==> src/rtl/apb_cordic_slave.sv <==
// rtl/apb_cordic_slave.sv - APB-mapped iterative rotation-mode CORDIC returning Q1.14 cos/sin
// One CORDIC iteration per HCLK; RESULT reads stall with PREADY low until the run finishes.
module apb_cordic_slave #(
  parameter int N_ITER = 14,
  parameter int IW     = 18
) (
  input  logic        HCLK,
  input  logic        HRESETn,
  input  logic        PSEL,
  input  logic        PENABLE,
  input  logic        PWRITE,
  input  logic [31:0] PADDR,
  input  logic [31:0] PWDATA,
  output logic [31:0] PRDATA,
  output logic        PREADY,
  output logic        IRQ
);

  typedef enum logic {S_IDLE, S_RUN} state_t;

  localparam logic signed [IW-1:0] K_INIT  = IW'(9949);
  localparam logic signed [IW-1:0] SAT_MAX = IW'(32767);
  localparam logic signed [IW-1:0] SAT_MIN = ~SAT_MAX;
  localparam logic [4:0]           LAST_IT = 5'(N_ITER - 1);

  state_t                r_state;
  logic                  r_busy;
  logic                  r_done;
  logic                  r_ie;
  logic [15:0]           r_angle;
  logic signed [IW-1:0]  r_x;
  logic signed [IW-1:0]  r_y;
  logic [15:0]           r_z;
  logic [4:0]            r_cnt;
  logic [15:0]           r_cos;
  logic [15:0]           r_sin;

  logic [1:0]            w_addr;
  logic                  w_stall;
  logic                  w_wr;
  logic                  w_start;
  logic signed [IW-1:0]  w_x0;
  logic signed [IW-1:0]  w_y0;
  logic [15:0]           w_z0;
  logic signed [IW-1:0]  w_xs;
  logic signed [IW-1:0]  w_ys;
  logic                  w_pos;
  logic [15:0]           w_atan;
  logic signed [IW-1:0]  w_xn;
  logic signed [IW-1:0]  w_yn;
  logic [15:0]           w_zn;
  logic                  w_unused;

  function automatic logic [15:0] atan_lut(input logic [4:0] i);
    case (i)
      5'd0:    atan_lut = 16'd8192;
      5'd1:    atan_lut = 16'd4836;
      5'd2:    atan_lut = 16'd2555;
      5'd3:    atan_lut = 16'd1297;
      5'd4:    atan_lut = 16'd651;
      5'd5:    atan_lut = 16'd326;
      5'd6:    atan_lut = 16'd163;
      5'd7:    atan_lut = 16'd81;
      5'd8:    atan_lut = 16'd41;
      5'd9:    atan_lut = 16'd20;
      5'd10:   atan_lut = 16'd10;
      5'd11:   atan_lut = 16'd5;
      5'd12:   atan_lut = 16'd3;
      5'd13:   atan_lut = 16'd1;
      5'd14:   atan_lut = 16'd1;
      default: atan_lut = 16'd0;
    endcase
  endfunction

  function automatic logic [15:0] sat16(input logic signed [IW-1:0] v);
    if (v > SAT_MAX)      sat16 = 16'h7FFF;
    else if (v < SAT_MIN) sat16 = 16'h8000;
    else                  sat16 = v[15:0];
  endfunction

  assign w_addr   = PADDR[3:2];
  assign w_stall  = PSEL & PENABLE & ~PWRITE & (w_addr == 2'd3) & r_busy;
  assign PREADY   = ~w_stall;
  assign w_wr     = PSEL & PENABLE & PWRITE & PREADY;
  assign w_start  = w_wr & (w_addr == 2'd0) & PWDATA[0] & ~r_busy;
  assign IRQ      = r_done & r_ie;
  assign w_unused = ^{PADDR[31:4], PADDR[1:0], PWDATA[31:16]};

  always_comb begin
    PRDATA = 32'h0;
    if (PSEL && !PWRITE) begin
      case (w_addr)
        2'd0:    PRDATA = {30'h0, r_ie, 1'b0};
        2'd1:    PRDATA = {16'h0, r_angle};
        2'd2:    PRDATA = {30'h0, r_done, r_busy};
        default: PRDATA = {r_sin, r_cos};
      endcase
    end
  end

  // Fold the angle into +-pi/2 so the CORDIC stays inside its convergence range.
  always_comb begin
    w_x0 = K_INIT;
    w_y0 = '0;
    w_z0 = r_angle;
    case (r_angle[15:14])
      2'b01: begin
        w_x0 = '0;
        w_y0 = K_INIT;
        w_z0 = r_angle - 16'h4000;
      end
      2'b10: begin
        w_x0 = '0;
        w_y0 = -K_INIT;
        w_z0 = r_angle + 16'h4000;
      end
      default: ;
    endcase
  end

  assign w_xs   = r_x >>> r_cnt;
  assign w_ys   = r_y >>> r_cnt;
  assign w_pos  = ~r_z[15];
  assign w_atan = atan_lut(r_cnt);
  assign w_xn   = w_pos ? (r_x - w_ys) : (r_x + w_ys);
  assign w_yn   = w_pos ? (r_y + w_xs) : (r_y - w_xs);
  assign w_zn   = w_pos ? (r_z - w_atan) : (r_z + w_atan);

  always_ff @(posedge HCLK) begin
    if (!HRESETn) begin
      r_state <= S_IDLE;
      r_busy  <= 1'b0;
      r_done  <= 1'b0;
      r_ie    <= 1'b0;
      r_angle <= 16'h0;
      r_x     <= '0;
      r_y     <= '0;
      r_z     <= 16'h0;
      r_cnt   <= 5'd0;
      r_cos   <= 16'h0;
      r_sin   <= 16'h0;
    end else begin
      // IE follows every accepted CTRL write, even while a run is in progress.
      if (w_wr && w_addr == 2'd0) r_ie <= PWDATA[1];
      if (w_wr && w_addr == 2'd1 && !r_busy) r_angle <= PWDATA[15:0];
      case (r_state)
        S_IDLE: begin
          if (w_start) begin
            r_busy  <= 1'b1;
            r_done  <= 1'b0;
            r_x     <= w_x0;
            r_y     <= w_y0;
            r_z     <= w_z0;
            r_cnt   <= 5'd0;
            r_state <= S_RUN;
          end
        end
        S_RUN: begin
          r_x   <= w_xn;
          r_y   <= w_yn;
          r_z   <= w_zn;
          r_cnt <= r_cnt + 5'd1;
          if (r_cnt == LAST_IT) begin
            r_cos   <= sat16(w_xn);
            r_sin   <= sat16(w_yn);
            r_busy  <= 1'b0;
            r_done  <= 1'b1;
            r_state <= S_IDLE;
          end
        end
        default: r_state <= S_IDLE;
      endcase
    end
  end

endmodule

==> config.mk <==
export PLATFORM = sky130hd
export DESIGN_NAME = apb_cordic_slave
export DESIGN_NICKNAME = d
export VERILOG_FILES = /design/src/rtl/apb_cordic_slave.sv
export SDC_FILE = /design/constraint.sdc
export NUM_CORES = 1
export LEC_CHECK = 0
export ABC_CLOCK_PERIOD_IN_PS = 9250
export BUFFER_PORTS_ARGS = -buffer_cell sky130_fd_sc_hd__clkbuf_2
export CORE_UTILIZATION = 55
export DETAILED_ROUTE_END_ITERATION = 8
export GPL_ROUTABILITY_DRIVEN = 1
export PLACE_DENSITY = 0.76
export SLEW_MARGIN = 20
export SYNTH_ARGS = -nofsm -noshare
export SYNTH_HDL_FRONTEND = slang
export SYNTH_SLANG_ARGS = --single-unit
==> constraint.sdc <==
create_clock -name HCLK -period 9.25 [get_ports HCLK]
set_input_delay 0.4625 -clock HCLK [delete_from_list [all_inputs] [get_ports HCLK]]
set_output_delay 0.4625 -clock HCLK [all_outputs]
set_load 0.05 [all_outputs]
Yosys cells after proc, flatten, opt, wreduce, memory -nomap -nowiden

Memories as Yosys holds them, arrays and structs flattened. A register that Yosys moved wholly into a read port is not among the register bits.
Cells that the tools add are included.

Add/subtract/negate cells: 9
$mul: 0
Divide/modulo/power cells: 0
Magnitude comparators: 4
Eq/ne operators: 8
Shift operators: 2
Multiplexer cells: 32
Bitwise operators: 14
Reductions and logical operators: 10

Operators with widths:

| operator                                              | count |
|---|---|
| two-way mux 16 bit                                    | 7 |
| one-hot mux 18 bit (2 select lines)                   | 3 |
| one-hot mux 32 bit (3 select lines)                   | 1 |
| two-way mux 18 bit                                    | 4 |
| one-hot mux 16 bit (2 select lines)                   | 2 |
| adder 18 bit                                          | 2 |
| > comparator 18 x 16 -> 1 bit (second input constant) | 2 |
| < comparator 18 x 16 -> 1 bit (second input constant) | 2 |
| >>> shifter 18 x 5 -> 18 bit                          | 2 |
| subtractor 18 bit                                     | 2 |
| two-way mux 32 bit                                    | 1 |
| adder 16 x 15 -> 16 bit (second input constant)       | 1 |
| adder 16 bit                                          | 1 |
| subtractor 16 x 15 -> 16 bit (second input constant)  | 1 |
| subtractor 16 bit                                     | 1 |
| two-way mux 14 bit                                    | 1 |
| bitwise AND 1 bit                                     | 10 |
| one-hot mux 5 bit (2 select lines)                    | 1 |
| two-way mux 4 bit                                     | 2 |
| equality test 2 bit (second input constant)           | 3 |
| two-way mux 1 bit                                     | 6 |
| one-hot mux 1 bit (2 select lines)                    | 3 |
| adder 5 x 1 -> 5 bit (second input constant)          | 1 |
| equality test 5 x 4 -> 1 bit (second input constant)  | 1 |
| other kinds (10)                                      | 19 |

Register bits: 109
Latch bits: 0
Bits in writable memories: 0
ROM bits: 224
Input port bits: 69
Output and inout port bits: 34
Word-level logic and storage cells: 91
Memories kept: 1

Memories:

| memory          | words | bits a word | rd ports | clocked after Yosys merged registers in | wr ports | line | RTL |
|---|---|---|---|---|---|---|---|
| (no name shown) | 16    | 14          | 1        | 1                                       | 0        | 55   | `case (i)` |

Longest topological paths before layout

Gate-level depths: netlist (run 1).

Depth in word-level cells: 13
Depth in mapped cells: 27
Gate-level depth less buffers: 23

Worst setup path before layout (run 1)

No wires, ideal clock.

Kind: reg2reg
Start point: register r_cnt[0]
End point: register r_sin[10]
Library setup time: 119 ps
Data arrival time: 5015 ps
Data required time: 9131 ps
Path slack: 4116 ps
Cell stages (with the launch flop): 24
Clock period less this slack: 5134 ps
Cells stage by stage: dfxtp_1 buf_4 mux4_2 mux2_2 a22oi_1 and2_1 ha_1 a21oi_1 nor2_1 a21boi_1 a21oi_1 xor2_1 ha_1 and4_1 o21a_1 a21oi_1 a211oi_1 o21bai_1 nand2_1 xor3_1 a311oi_4 buf_6 nor2_1 o221a_1

Cells in the longest elaborated chain, start to end: 6

Ends and longest elaborated chain:

| element                                                  | line | RTL |
|---|---|---|
| from (decl)                                              | 34   | `logic [4:0] r_cnt;` |
| from (signal assigned)                                   | 162  | `r_cnt <= r_cnt + 5'd1;` |
| >>> shifter 18 x 5 -> 18 bit                             | 121  | `assign w_xs = r_x >>> r_cnt;` |
| adder 18 bit / subtractor 18 bit (equally long branches) | 126  | `assign w_yn = w_pos ? (r_y + w_xs) : (r_y - w_xs);` |
| two-way mux 18 bit                                       | 126  |  |
| < comparator 18 x 16 -> 1 bit                            | 77   | `else if (v < SAT_MIN) sat16 = 16'h8000;` |
| two-way mux 16 bit                                       | 77   |  |
| two-way mux 16 bit                                       | 76   | `if (v > SAT_MAX) sat16 = 16'h7FFF;` |
| to (signal assigned)                                     | 165  | `r_sin <= sat16(w_yn);` |
| to (decl)                                                | 36   | `logic [15:0] r_sin;` |

Several ways; a longest one is shown, not always the timed one.
A chain may end at the register's enable or synchronous reset.

Worst setup path after layout (run 1)

Start point: register r_cnt[1]
End point: register r_sin[1]

Same word-level chain as after synthesis.

==> flow_summary.json, run 1 <==
{
  "synth.top_cells.by_count": "176 x nor2_1, 123 x dfxtp_1, 108 x a21oi_1",
  "cts_sinks": 123,
  "final-hold-violation-count": 0,
  "hp-class": "in2reg",
  "status": "completed",
  "fin_crit_ps": 7080,
  "numCtsBuffers": 17,
  "p_int_mw": 1.11,
  "synth_cells": 1363,
  "ys_top_cells_by_area": "dfxtp_1 22%, mux4_2 8.0%, ha_1 7.0%",
  "grt_pass1_wl_um": 51100,
  "drv_slew": 0,
  "p_seq_share_pct": 32.8,
  "syn_area_mm2": 0.0112,
  "comb_power_share_pct": 24.6,
  "drtAntennaViolNets": 0,
  "synth.most_common_cell": "nor2_1",
  "grt_util_met2_pct": 48.1,
  "port_buffers": 56,
  "startpoint": "r_cnt[1]$_SDFFE_PN0N_",
  "switchingPower_uw": 554,
  "grt_busiest_layer": "met2",
  "grt_max_degree": 77,
  "cts_tree": "yes",
  "synth-edff-count": 0,
  "layout.nets": 1490,
  "clk_pin_slew_ps": 70,
  "cts_buffer_depth": 2,
  "cp-start-kind": "flip-flop",
  "finalSetupViolCount": 0,
  "routabilityCongestion": 0.930,
  "final_core_util_pct": 61.3,
  "wl_um": 32800,
  "ys_ff_latch": 123,
  "area_growth_pct": 8.00,
  "leakage_nw": 5.01,
  "synth_area_leader_cell": "dfxtp_1",
  "setup_ws_ps": 2170,
  "cp_data_required_time_ps": 9570,
  "r2r-end": "r_sin[1]$_SDFFE_PN0P_",
  "cap_violations": 0,
  "die_height_um": 145,
  "p_per_area_mw_per_mm2": 137,
  "cts_setup_buffers": 0,
  "worstSkewPairLatency_ps": 430,
  "layout-drive-gt1-share_pct": 14.3,
  "max_freq_mhz": 141,
  "synth_flop_cell": "dfxtp_1",
  "num_rows": 51,
  "yosysWarnings": 0,
  "core_area_mm2": 0.0197,
  "synth_cell_type_count": 90,
  "antenna_found_initial": 0,
  "rsz0062_at_grt": "false",
  "cts-hold-fix-buffers": 0,
  "critPathKind": "reg2reg",
  "seq_area_frac_synth_pct": 22.0,
  "dieArea_mm2": 0.0209,
  "totalPowerFinal_mw": 1.66,
  "grt_overflow_total": 0,
  "cts_resized": 0,
  "io_pins": 103,
  "synth_area_per_cell_um2": 8.22,
  "worst-r2r-setup-slack_ps": 2170,
  "peakVddDrop_v": 0.0000851,
  "maxSlewHeadroom_pct": 27.6,
  "grt_use_met3_pct": 6.61,
  "async_reset_ff_share_pct": 0,
  "use_met1_pct": 43.8,
  "dr.pass1.iters": 5,
  "r2r_start": "r_cnt[1]$_SDFFE_PN0N_",
  "worst_slew_pin_slew_ps": 1090,
  "power_frac_clock_pct": 42.6,
  "arrival_ps": 7400,
  "post_drt_wl_per_cell_um": 20.1,
  "fin_skew_ps": 12.5,
  "r2r_cells": 21,
  "place_ws_ps": 2430,
  "grt.total_usage_pct": 31.6,
  "synth_fp_nets": 1498,
  "dieWidth_um": 145,
  "drt-initial-drc-count": 1188,
  "initial_core_util_pct": 56.8,
  "crit_path_end": "r_sin[1]$_SDFFE_PN0P_",
  "viasPerCell": 6.53,
  "vias": 10700,
  "synth_top_area_share_pct": 22.0,
  "grt_pass1_vias": 9487,
  "path_max_fanout": 49,
  "period_share_pct": 76.6,
  "dp_hpwl_um": 23200,
  "drt_drc_violations_left": 0,
  "critPathCaptureType": "flip-flop",
  "cts_root_buf": "clkbuf_16",
  "setup-tns-final_ps": 0,
  "whs_ps": 259,
  "antennaDiodeCount": 0,
  "cts.htree.levels": 4,
  "switching_share_pct": 33.4
}
==> metrics by stage <==
stage / cell area [um2] / cells
6_report: 12100 / 1633
5_1_grt: 12100 / 1633
3_3_place_gp: 11500 / 1601
4_1_cts: 12100 / 1633
2_1_floorplan: 11200 / 1363
3_5_place_dp: 11500 / 1601
==> worst max-delay path, stage by stage, from the launching register on <==
cell,delay [ps]
dfxtp_2,740
buf_4,620
nor4_2,150
mux2_1,360
a221oi_2,420
ha_1,260
a21oi_1,110
nor2_1,300
a21boi_1,370
a21oi_1,130
xor2_1,170
ha_1,380
and4_1,200
o21a_1,110
a21oi_1,70
a211oi_1,540
o21bai_1,210
nand2_1,120
xor3_1,480
a311oi_4,730
a2111oi_0,200
a31o_1,250
==> how the worst min path moves through the flow <==
stage | startpoint | endpoint | slack [ps] | cells past startpoint
6_report | PWDATA[5] | r_angle[5]$_SDFFE_PN0P_ | 260 | 3
2_1_floorplan | r_sin[1]$_SDFFE_PN0P_ | r_sin[1]$_SDFFE_PN0P_ | 440 | 1
4_1_cts | PWDATA[8] | r_angle[8]$_SDFFE_PN0P_ | 260 | 3
3_5_place_dp | r_sin[1]$_SDFFE_PN0P_ | r_sin[1]$_SDFFE_PN0P_ | 470 | 1
5_1_grt | PWDATA[9] | r_angle[9]$_SDFFE_PN0P_ | 280 | 3
3_3_place_gp | r_sin[1]$_SDFFE_PN0P_ | r_sin[1]$_SDFFE_PN0P_ | 460 | 1
==> placed cells by master (no fill, tap or decap), types with 6 or more instances in the layout <==
master     netlist  final
mux2i_1         58     58
o221a_1         14     14
clkbuf_16        0     17
a21o_1          18     18
o21ai_0         48     48
buf_4            7     17
mux4_2          40     40
or3_1           12     12
nand2_1         97     97
nand2b_1         9      9
nor3_1          24     24
o21a_1          11     11
clkbuf_2         0     56
nand3_1         17     17
o31a_1           6      6
o31ai_1          8      8
a211oi_1        53     53
and2_1          11     11
o21ai_1          8      8
a31oi_1         22     22
mux2_2          11     11
a21oi_1        108    108
a211oi_2         7      7
nor2b_1         13     13
o211ai_1         6      6
dfxtp_1        123    120
a22oi_1          6      6
o22ai_1          6      6
xnor2_1         53     53
nor2_1         176    175
ha_1            63     63
o21bai_1        13     13
a311oi_1        18     18
inv_1           43     43
and3_1          33     33
xor2_1          29     29
==> power groups by stage <==
| stage | combinational (mW) | clock, mW | sequential (mW) |
|---|---|---|---|
| finish | 0.409 | 0.707 | 0.544 |
| global route | 0.444 | 0.733 | 0.544 |
| CTS | 0.399 | 0.708 | 0.544 |
| detailed placement | 0.396 | 0 | 0.555 |
| global placement | 0.391 | 0 | 0.555 |
| floorplan | 0.312 | 0 | 0.551 |
==> final cells by class <==
cell class              count  area (um2)
repair buffers             73         408
fillers                  1699        7620
multi-input cells        1092        8100
flip-flops and latches    123        2470
clock inverters            14         174
inverters                  48         180
clock buffers              18         439
well taps                 265         332
==> layer usage <==
| metal | share of wire (%) | routed length, um |
|---|---|---|
| met5 | 0 | 0 |
| met3 | 9.0 | 2960 |
| met1 | 45 | 14600 |
| met4 | 2.5 | 833 |
| met2 | 44 | 14300 |
==> cell families (layout without fill, tap and decap cells) <==
logic type | Yosys count | count (layout) | synth area share, %
fa+ha+maj | 66 | 66 | 7.57
compound gates | 399 | 399 | 25.0
xor+xnor | 84 | 84 | 6.77
simple gates | 429 | 429 | 18.0
mux | 114 | 114 | 14.8
buf+inv | 148 | 153 | 5.79
flops | 123 | 123 | 22.0
No activity file was read; power rests on OpenSTA's default activity.
==> run 2: changes to the inputs <==
Settings changed: ABC_CLOCK_PERIOD_IN_PS 9250 to 5900, PLACE_DENSITY 0.76 to 0.79.
Clock period 9.25 ns to 5.9 ns, I/O delays scaled along.
==> flow_summary.json, run 2 (synthesis gave the netlist of run 1 again) <==
{
  "status": "completed",
  "min_from": "PWDATA[6]",
  "grt_overflow_total": 0,
  "drt-initial-drc-count": 1470,
  "cp_data_required_time_ps": 6190,
  "clk_pin_slew_ps": 70,
  "dp_hpwl_um": 24500,
  "die_height_um": 145,
  "dr.pass1.iters": 6,
  "seq_area_mm2": 0.00247,
  "drt_drc_violations_left": 0,
  "antenna_found_initial": 0,
  "cts-hold-fix-buffers": 0,
  "hold_depth": 3,
  "p_int_mw": 1.78,
  "multi_input_area_mm2": 0.00816,
  "cp_top_family": "compound AO/OA/AOI/OAI gates",
  "numCtsBuffers": 17,
  "cts_sinks": 123,
  "grt_max_degree": 70,
  "num_rows": 51,
  "initial_core_util_pct": 56.8,
  "setup-tns-final_ps": 0,
  "switching_share_pct": 33.0,
  "arrival_ps": 5910,
  "hp-class": "in2reg",
  "layout.nets": 1532,
  "io_pins": 103,
  "cp-start-kind": "flip-flop",
  "max_freq_mhz": 178,
  "power_frac_clock_pct": 41.1,
  "vias": 11000,
  "comb_power_share_pct": 26.8,
  "cts.htree.levels": 4,
  "final-hold-violation-count": 0,
  "drv_slew": 0,
  "crit_path_top_delay_cell": "mux4_2",
  "core_area_mm2": 0.0197,
  "finalSetupViolCount": 0,
  "grt_pass1_vias": 9944,
  "cts_buffer_depth": 2,
  "period_share_pct": 95.3,
  "worstSkewPairLatency_ps": 440,
  "wl_um": 34200,
  "critPathKind": "reg2reg",
  "viasPerCell": 6.58,
  "leakage_nw": 5.26,
  "dieWidth_um": 145,
  "switchingPower_uw": 875,
  "worst-r2r-setup-slack_ps": 280,
  "post_drt_wl_per_cell_um": 20.4,
  "critPathCaptureType": "flip-flop",
  "cts_root_buf": "clkbuf_16",
  "antennaDiodeCount": 0,
  "place_inst": 1642,
  "grt_pass1_wl_um": 52300,
  "whs_endpoint": "r_angle[6]$_SDFFE_PN0P_",
  "final_common_cell": "nor2_1",
  "crit_path_max_incr_delay_ps": 590,
  "drtAntennaViolNets": 0,
  "cap_violations": 0,
  "grt.total_usage_pct": 32.7,
  "final_cell_mix": "174 x nor2_1, 120 x dfxtp_1, 106 x a21oi_1, 97 x nand2_1, 63 x ha_1",
  "r2r_start": "r_cnt[0]$_SDFFE_PN0N_",
  "maxSlewHeadroom_pct": 41.9,
  "path_max_fanout": 15,
  "layout-drive-gt1-share_pct": 17.6,
  "area_growth_pct": 12.1,
  "cts_tree": "yes",
  "dieArea_mm2": 0.0209,
  "instances_no_fill": 1675,
  "r2r_cells": 25,
  "p_seq_share_pct": 32.1,
  "fillers": 1609,
  "cp_num_buf_inv": 3,
  "worst_slew_pin_slew_ps": 872,
  "fin_crit_ps": 5620,
  "p_per_area_mw_per_mm2": 211,
  "port_buffers": 56,
  "fin_skew_ps": 11.6,
  "routabilityCongestion": 1.03,
  "r2r-end": "r_cos[2]$_SDFFE_PN0P_",
  "peakVddDrop_v": 0.000156
}
run 2: layout make-up:
class	count	area share, %
multi-input combinational	1092	65.0
sequential	123	19.7
timing repair buffer	115	6.42
clock buffer	18	3.50
tap	265	2.64
inverter	48	1.44
clock inverter	14	1.29
run 2: repair_timing:
action / 4_1_cts / 5_1_grt
setup endpoints to repair: 0 / 32
endpoints found under the hold margin: 0 / 0
gates resized for setup: 0 / 20
setup buffers: 0 / 0
run 2: worst max-delay path by stage:
stage	start	to	slack, ps	cells after the start
floorplan	r_cnt[0]$_SDFFE_PN0N_	r_sin[10]$_SDFFE_PN0P_	770	23
global placement	r_cnt[1]$_SDFFE_PN0N_	r_sin[1]$_SDFFE_PN0P_	160	22
detailed placement	r_cnt[1]$_SDFFE_PN0N_	r_sin[1]$_SDFFE_PN0P_	50	22
CTS	r_cnt[1]$_SDFFE_PN0N_	r_sin[1]$_SDFFE_PN0P_	6	22
global route	r_cnt[0]$_SDFFE_PN0N_	r_cos[6]$_SDFFE_PN0P_	-20	25
finish	r_cnt[0]$_SDFFE_PN0N_	r_cos[2]$_SDFFE_PN0P_	280	25
run 2: power groups by stage:
stage          Clock [mW]  Combinational [mW]  Sequential [mW]
2_1_floorplan           0               0.490            0.864
3_5_place_dp            0               0.682            0.870
5_1_grt              1.13               0.767            0.853
3_3_place_gp            0               0.671            0.870
4_1_cts              1.09               0.689            0.852
6_report             1.09               0.711            0.852
run 2: worst min-delay path: stages:
cell and delay [ps]:
clkbuf_2 70, mux2i_1 50, nor2_1 70
run 2: through the flow:
| step | instance area [um2] | hold slack, ps | utilization, % | worst slack [ps] | power (mW) |
|---|---|---|---|---|---|
| 2_1_floorplan | 11200 | 439 | - | 766 | 1.35 |
| 3_3_place_gp | 11800 | 456 | 60.0 | 156 | 1.54 |
| 3_5_place_dp | 11800 | 467 | 60.0 | 51.4 | 1.55 |
| 4_1_cts | 12400 | 81.3 | 63.1 | 5.77 | 2.63 |
| 5_1_grt | 12500 | 111 | 63.6 | -22.1 | 2.75 |
| 6_report | 12500 | 86.6 | 63.6 | 280 | 2.65 |
run 2: metal layers:
metal  track usage, %  vias to the layer above  wire [um]
li1                 -                     5122          -
met1             45.4                     5171      14600
met2             50.5                      643      15100
met3             5.53                       85       3440
met4             12.5                        0       1120
met5                0                        -          0
